`config.mk`:
```
export PLATFORM = sky130hd
export DESIGN_NAME = mul_seq
export DESIGN_NICKNAME = d
export VERILOG_FILES = /design/src/rtl/alu_pkg.sv /design/src/rtl/mul_seq.sv
export SDC_FILE = /design/constraint.sdc
export NUM_CORES = 1
export LEC_CHECK = 0
export CAP_MARGIN = 20
export CORE_AREA = 2 2 112 114
export DETAILED_ROUTE_END_ITERATION = 8
export DIE_AREA = 0 0 114 116
export DONT_BUFFER_PORTS = 1
export REMOVE_ABC_BUFFERS = 1
export SYNTH_ARGS = -nofsm -noshare
export SYNTH_HDL_FRONTEND = slang
export SYNTH_SLANG_ARGS = --single-unit
```
`constraint.sdc`:
```
create_clock -name clk -period 6.56 [get_ports clk]
set_clock_uncertainty 0.1 [all_clocks]
set_input_delay 0.656 -clock clk [delete_from_list [all_inputs] [get_ports clk]]
set_output_delay 0.656 -clock clk [all_outputs]
set_load 0.02 [all_outputs]
```
`src/rtl/alu_pkg.sv`:
```
// Shared ALU unit-block types and default operand/result widths.
package alu_pkg;

  localparam int MUL_IN_WL  = 15;
  localparam int MUL_OUT_WL = 16;

  typedef enum logic [1:0] {MUL_IDLE, MUL_BUSY, MUL_DONE} mul_state_t;

endpackage

```
`src/rtl/mul_seq.sv`:
```
// Iterative unsigned shift-and-add multiplier, one multiplier bit per clock.
// Latency: out_valid rises IN_WL edges after the accepting edge; no overlap between operations.
// Backpressure: the result is held in DONE until out_ready; in_ready stays low outside IDLE.
module mul_seq
  import alu_pkg::*;
#(
  parameter int IN_WL  = MUL_IN_WL,
  parameter int OUT_WL = MUL_OUT_WL
) (
  input  logic              clk,
  input  logic              rstb,
  input  logic              in_valid,
  output logic              in_ready,
  input  logic [IN_WL-1:0]  a,
  input  logic [IN_WL-1:0]  b,
  output logic              out_valid,
  input  logic              out_ready,
  output logic [OUT_WL-1:0] r,
  output logic              ovf
);

  localparam int ACC_WL = 2 * IN_WL;
  localparam int CNT_WL = $clog2(IN_WL);

  mul_state_t          state, state_nxt;
  logic [IN_WL-1:0]    a_reg, b_reg;
  logic [ACC_WL-1:0]   acc, acc_nxt;
  logic [CNT_WL-1:0]   cnt;
  logic                ovf_nxt;

  always_comb begin
    state_nxt = state;
    acc_nxt   = acc;
    unique case (state)
      MUL_IDLE: if (in_valid && in_ready) state_nxt = MUL_BUSY;
      MUL_BUSY: begin
        if (b_reg[0]) acc_nxt = acc + (ACC_WL'(a_reg) << cnt);
        if (cnt == CNT_WL'(IN_WL - 1)) state_nxt = MUL_DONE;
      end
      MUL_DONE: if (out_valid && out_ready) state_nxt = MUL_IDLE;
      default:  state_nxt = MUL_IDLE;
    endcase
  end

  // A full-width result has no bits left to overflow into.
  generate
    if (OUT_WL < ACC_WL) begin : g_ovf
      assign ovf_nxt = |acc_nxt[ACC_WL-1:OUT_WL];
    end else begin : g_no_ovf
      assign ovf_nxt = 1'b0;
    end
  endgenerate

  always_ff @(posedge clk or negedge rstb) begin
    if (!rstb) begin
      state     <= MUL_IDLE;
      in_ready  <= 1'b0;
      out_valid <= 1'b0;
      a_reg     <= '0;
      b_reg     <= '0;
      acc       <= '0;
      cnt       <= '0;
      r         <= '0;
      ovf       <= 1'b0;
    end else begin
      state     <= state_nxt;
      in_ready  <= (state_nxt == MUL_IDLE);
      out_valid <= (state_nxt == MUL_DONE);
      unique case (state)
        MUL_IDLE: if (in_valid && in_ready) begin
          a_reg <= a;
          b_reg <= b;
          acc   <= '0;
          cnt   <= '0;
        end
        MUL_BUSY: begin
          acc   <= acc_nxt;
          b_reg <= b_reg >> 1;
          cnt   <= cnt + 1'b1;
          // Capture on DONE entry so r/ovf include the final partial product.
          if (state_nxt == MUL_DONE) begin
            r   <= acc_nxt[OUT_WL-1:0];
            ovf <= ovf_nxt;
          end
        end
        default: ;
      endcase
    end
  end

endmodule

```
==> impl_summary.log <==
[metrics] mean instance size in the synthesized netlist: between 8 and 9 um^2
[metrics] core box area: 11900 um^2
[metrics] Final #Nets: roughly 740
[metrics] min-delay worst type: input pin to async pin
[metrics] flip-flop count of the largest register, all copies and words added: 30
[metrics] DP Area: around 5900 um^2
[metrics] smallest setup slack after layout: approximately 1.3 ns
[metrics] clk sink count: 85
[metrics] later-pin clock latency in the skew report: 0.35 ns
[metrics] Most flops, register: acc
[metrics] number of flops mapped to enable cells by yosys: 0
[metrics] Setup Crit Path Kind: flop to flop
[metrics] DRC violations left: 0
[metrics] number of setup violations in the final report: 0
[metrics] endpoint of the worst register-to-register path: ovf
[metrics] crit share post-route: 79.6%
[metrics] flip-flop and latch count after synthesis: 85
[metrics] clock buffer count from CTS: 9
[metrics] ant diodes: 0
[metrics] register clock-pin slew on the reported worst setup and hold paths: roughly 0.060 ns
[metrics] kind of capture point of the worst setup path: flop
[metrics] layout cell share with drive strength beyond 1: approximately 8.8%
[metrics] Hold Slack: 0.0900 ns
[metrics] post-layout min period: between 5 and 6 ns
[metrics] library cell used as clock root buffer: sky130_fd_sc_hd__clkbuf_16
[metrics] kind of cell adding the most delay to the critical path: simple AND/OR/NAND/NOR gates
[metrics] count of boundary I/O pins: 53
[metrics] Worst Max-Slew Pin Slew: 1.03 ns
[metrics] via count of the first global-routing pass: between 4000 and 5000
[metrics] Iteration-0 DRC Markers: around 240
[metrics] achievable frequency: between 150 and 200 MHz
[metrics] highest net fanout along the worst path: 27
[metrics] leftover overflow at the end of global routing: 0
[metrics] static leakage: 2.80 nW
[metrics] GRT Resource Usage Total: about a quarter
[metrics] die boundary height: about 120 um
[metrics] pin count of the biggest net entering global routing: 86
[metrics] Crit path required time: about 6.7 ns
[metrics] number of nets with antenna violations after routing: 0
[metrics] leading area contributor after synthesis: sky130_fd_sc_hd__dfrtp_1
[metrics] starting density of the core: 49.2%
[metrics] standard cell with the maximum stage delay on the critical path: sky130_fd_sc_hd__dfrtp_1
[metrics] element type at the critical path start: flop
[metrics] via count: 4914
[metrics] full die area: approximately 13000 um^2
[metrics] largest registers: acc (30), r (16)
[metrics] number of maximum-capacitance violations: 0
[metrics] Bufs on Longest Clock Path: 2
[metrics] global-route wire length before repair: around 24 mm
[metrics] number of placement rows: 40
[metrics] unrepaired setup endpoints after global routing: false
[metrics] proportion of synthesized chip area in sequential cells: 36.3%
[metrics] gp weighted congestion: 0.984
[metrics] count of pins over their slew limit: 0
[metrics] setup slack at placement: 1.37 ns
[metrics] number of optimization iterations in the first detailed-route pass: 5
[metrics] biggest area contributors in the synthesized netlist: sky130_fd_sc_hd__dfrtp_1 36%, sky130_fd_sc_hd__nand2_1 8.1%, sky130_fd_sc_hd__ha_1 6.6%, sky130_fd_sc_hd__mux2i_1 5.5%, sky130_fd_sc_hd__o21ai_0 4.9%
[metrics] cell area after layout: 6280 um^2
[metrics] sum of routed wire length over all layers: 14.5 mm
[metrics] Max-Slew Margin vs Limit: 31.3%
[metrics] dominant synthesized flop cell: sky130_fd_sc_hd__dfrtp_1
[metrics] number of endpoints with negative hold slack in the final report: 0
[metrics] area share of the largest cell type after synthesis: between 30% and 40%
[metrics] Die X: 114 um
[metrics] cells on worst reg2reg path: 17
[metrics] biggest cell delay along the critical path: 0.90 ns
[metrics] Area Growth Syn to Fin: 7.04%
[metrics] outcome: completed
[metrics] number of antenna violations at the first check in global routing: 0
[metrics] Post-Syn Area: 5860 um^2
[metrics] Crit Reg-Reg Startpoint: cnt[0]
[metrics] post-synthesis cell type count: between 50 and 60
[metrics] clock tree from TritonCTS: built
[metrics] power density over the cells: roughly 570 nW/um^2
[metrics] number of port buffers: 0
[metrics] Crit path arrival time: 5.35 ns
[metrics] H-tree levels: 3
[metrics] detailed-placement wirelength estimate: roughly 11 mm
[metrics] cells traversed along the worst timing path: clkinv_1 > a211oi_1 > a21oi_1 > mux2_2 > nand2b_1 > o21ai_0 > ha_1 > nand2_1 > or3b_1 > o21ai_1 > nor2_1 > or4_4 > and4_4 > a211oi_2 > xnor2_1 > a2111oi_1 > a21oi_1
[metrics] worst path bufs/invs: 1
[metrics] Resized cells post-CTS: 0
[metrics] fraction of synthesis flops using an asynchronous set or reset pin: 100%
[metrics] Filler Cells Inserted: 1127
[metrics] mean routed wirelength per cell: 17.6 um
[metrics] largest voltage drop on the vdd net: between 0.2 and 0.25 mV
[metrics] R2R setup slack: 1.34 ns
[metrics] Worst path most repeated cell: sky130_fd_sc_hd__a21oi_1
[metrics] total negative slack: 0 ns
[metrics] count of yosys warnings during synthesis: 0
[metrics] number of cells produced by synthesis: roughly 700
[metrics] routed vias/inst: between 5 and 6
## kinds of logic (layout without fill, tap and decap cells)
group           after synthesis  count (layout)  share of synthesized area, %
buf+inv                      50              32                          3.26
flops                        85              85                          36.3
xor+xnor                     24              24                          3.58
compound gates              189             189                          19.1
fa+ha+maj                    32              32                          6.96
simple gates                259             259                          19.8
mux                          57              57                          11.0
## cells in the mapped netlist, types with 3 or more instances
| cell type | instances |
|---|---|
| sky130_fd_sc_hd__a211oi_1 | 5 |
| sky130_fd_sc_hd__nor2b_1 | 8 |
| sky130_fd_sc_hd__nand2_1 | 126 |
| sky130_fd_sc_hd__mux2i_1 | 32 |
| sky130_fd_sc_hd__a31oi_1 | 18 |
| sky130_fd_sc_hd__o21bai_1 | 3 |
| sky130_fd_sc_hd__nor4_1 | 3 |
| sky130_fd_sc_hd__ha_1 | 31 |
| sky130_fd_sc_hd__inv_1 | 8 |
| sky130_fd_sc_hd__o22ai_1 | 13 |
| sky130_fd_sc_hd__o21ai_1 | 6 |
| sky130_fd_sc_hd__dfrtp_1 | 85 |
| sky130_fd_sc_hd__nor3_1 | 10 |
| sky130_fd_sc_hd__nand3b_1 | 3 |
| sky130_fd_sc_hd__nand3_1 | 11 |
| sky130_fd_sc_hd__mux2_2 | 21 |
| sky130_fd_sc_hd__xnor2_1 | 13 |
| sky130_fd_sc_hd__and2_1 | 7 |
| sky130_fd_sc_hd__xor2_1 | 11 |
| sky130_fd_sc_hd__o21ai_0 | 57 |
| sky130_fd_sc_hd__buf_1 | 5 |
| sky130_fd_sc_hd__clkbuf_1 | 35 |
| sky130_fd_sc_hd__or3_1 | 3 |
| sky130_fd_sc_hd__nand4_1 | 9 |
| sky130_fd_sc_hd__o211ai_1 | 5 |
| sky130_fd_sc_hd__a21o_1 | 18 |
| sky130_fd_sc_hd__a21oi_1 | 51 |
| sky130_fd_sc_hd__nand2b_1 | 9 |
| sky130_fd_sc_hd__nor2_1 | 58 |
| sky130_fd_sc_hd__mux4_2 | 4 |
## per-stage QoR
stage	cells	util [%]	power (mW)
after floorplan	655	-	2.52
after global placement	807	49.9	3.01
after detailed placement	807	49.9	3.03
after CTS	824	52.6	3.55
after global routing	825	52.7	3.88
final	825	52.7	3.55
## power breakdown
group	leakage, nW	switching, mW	internal [mW]
Clock	0.145	0.209	0.289
Sequential	1.11	0.300	0.719
Combinational	1.55	1.21	0.824
## placed cells by master, fill, tap and decap left out, types with 5 or more instances in the layout
cell,instances
sky130_fd_sc_hd__inv_1,8
sky130_fd_sc_hd__a31oi_1,18
sky130_fd_sc_hd__a211oi_1,5
sky130_fd_sc_hd__clkbuf_16,9
sky130_fd_sc_hd__o22ai_1,13
sky130_fd_sc_hd__nor2_1,57
sky130_fd_sc_hd__xor2_1,11
sky130_fd_sc_hd__dfrtp_1,85
sky130_fd_sc_hd__a21o_1,18
sky130_fd_sc_hd__and2_1,7
sky130_fd_sc_hd__o211ai_1,5
sky130_fd_sc_hd__o21ai_1,6
sky130_fd_sc_hd__mux2_2,21
sky130_fd_sc_hd__nor2b_1,7
sky130_fd_sc_hd__o21ai_0,57
sky130_fd_sc_hd__nand4_1,9
sky130_fd_sc_hd__buf_4,5
sky130_fd_sc_hd__ha_1,31
sky130_fd_sc_hd__nor3_1,9
sky130_fd_sc_hd__nand3_1,11
sky130_fd_sc_hd__mux2i_1,32
sky130_fd_sc_hd__a21oi_1,51
sky130_fd_sc_hd__nand2_1,126
sky130_fd_sc_hd__nand2b_1,9
sky130_fd_sc_hd__xnor2_1,13
## final cells by class
class | count | area [um^2] | share of cell area [%]
Timing Repair Buffer | 7 | 80.1 | 1.28
Clock buffer | 12 | 267 | 4.25
Clock inverter | 4 | 30.0 | 0.478
Sequential cell | 85 | 2130 | 33.9
Tap cell | 147 | 184 | 2.93
Inverter | 9 | 33.8 | 0.538
Multi-Input combinational cell | 561 | 3560 | 56.6
## what timing repair did
| action | 4_1_cts | 5_1_grt |
|---|---|---|
| hold endpoints to repair | 85 | 0 |
| hold buffers | 1 | 0 |
| buffers inserted | 0 | 0 |
## how the worst max path moves through the flow
stage | from | to | cells after the start
4_1_cts | cnt[0] | ovf | 17
5_1_grt | cnt[0] | ovf | 17
6_report | cnt[0] | ovf | 17
3_3_place_gp | cnt[0] | ovf | 17
3_5_place_dp | cnt[0] | ovf | 17
2_1_floorplan | in_valid | acc[1] | 4
## routing by layer
metal,routed length [um],global-route usage [%]
met3,749,4.71
met4,429,9.84
met5,0,0
met2,6510,37.5
met1,6800,31.3
No activity file was read; power rests on OpenSTA's default activity.
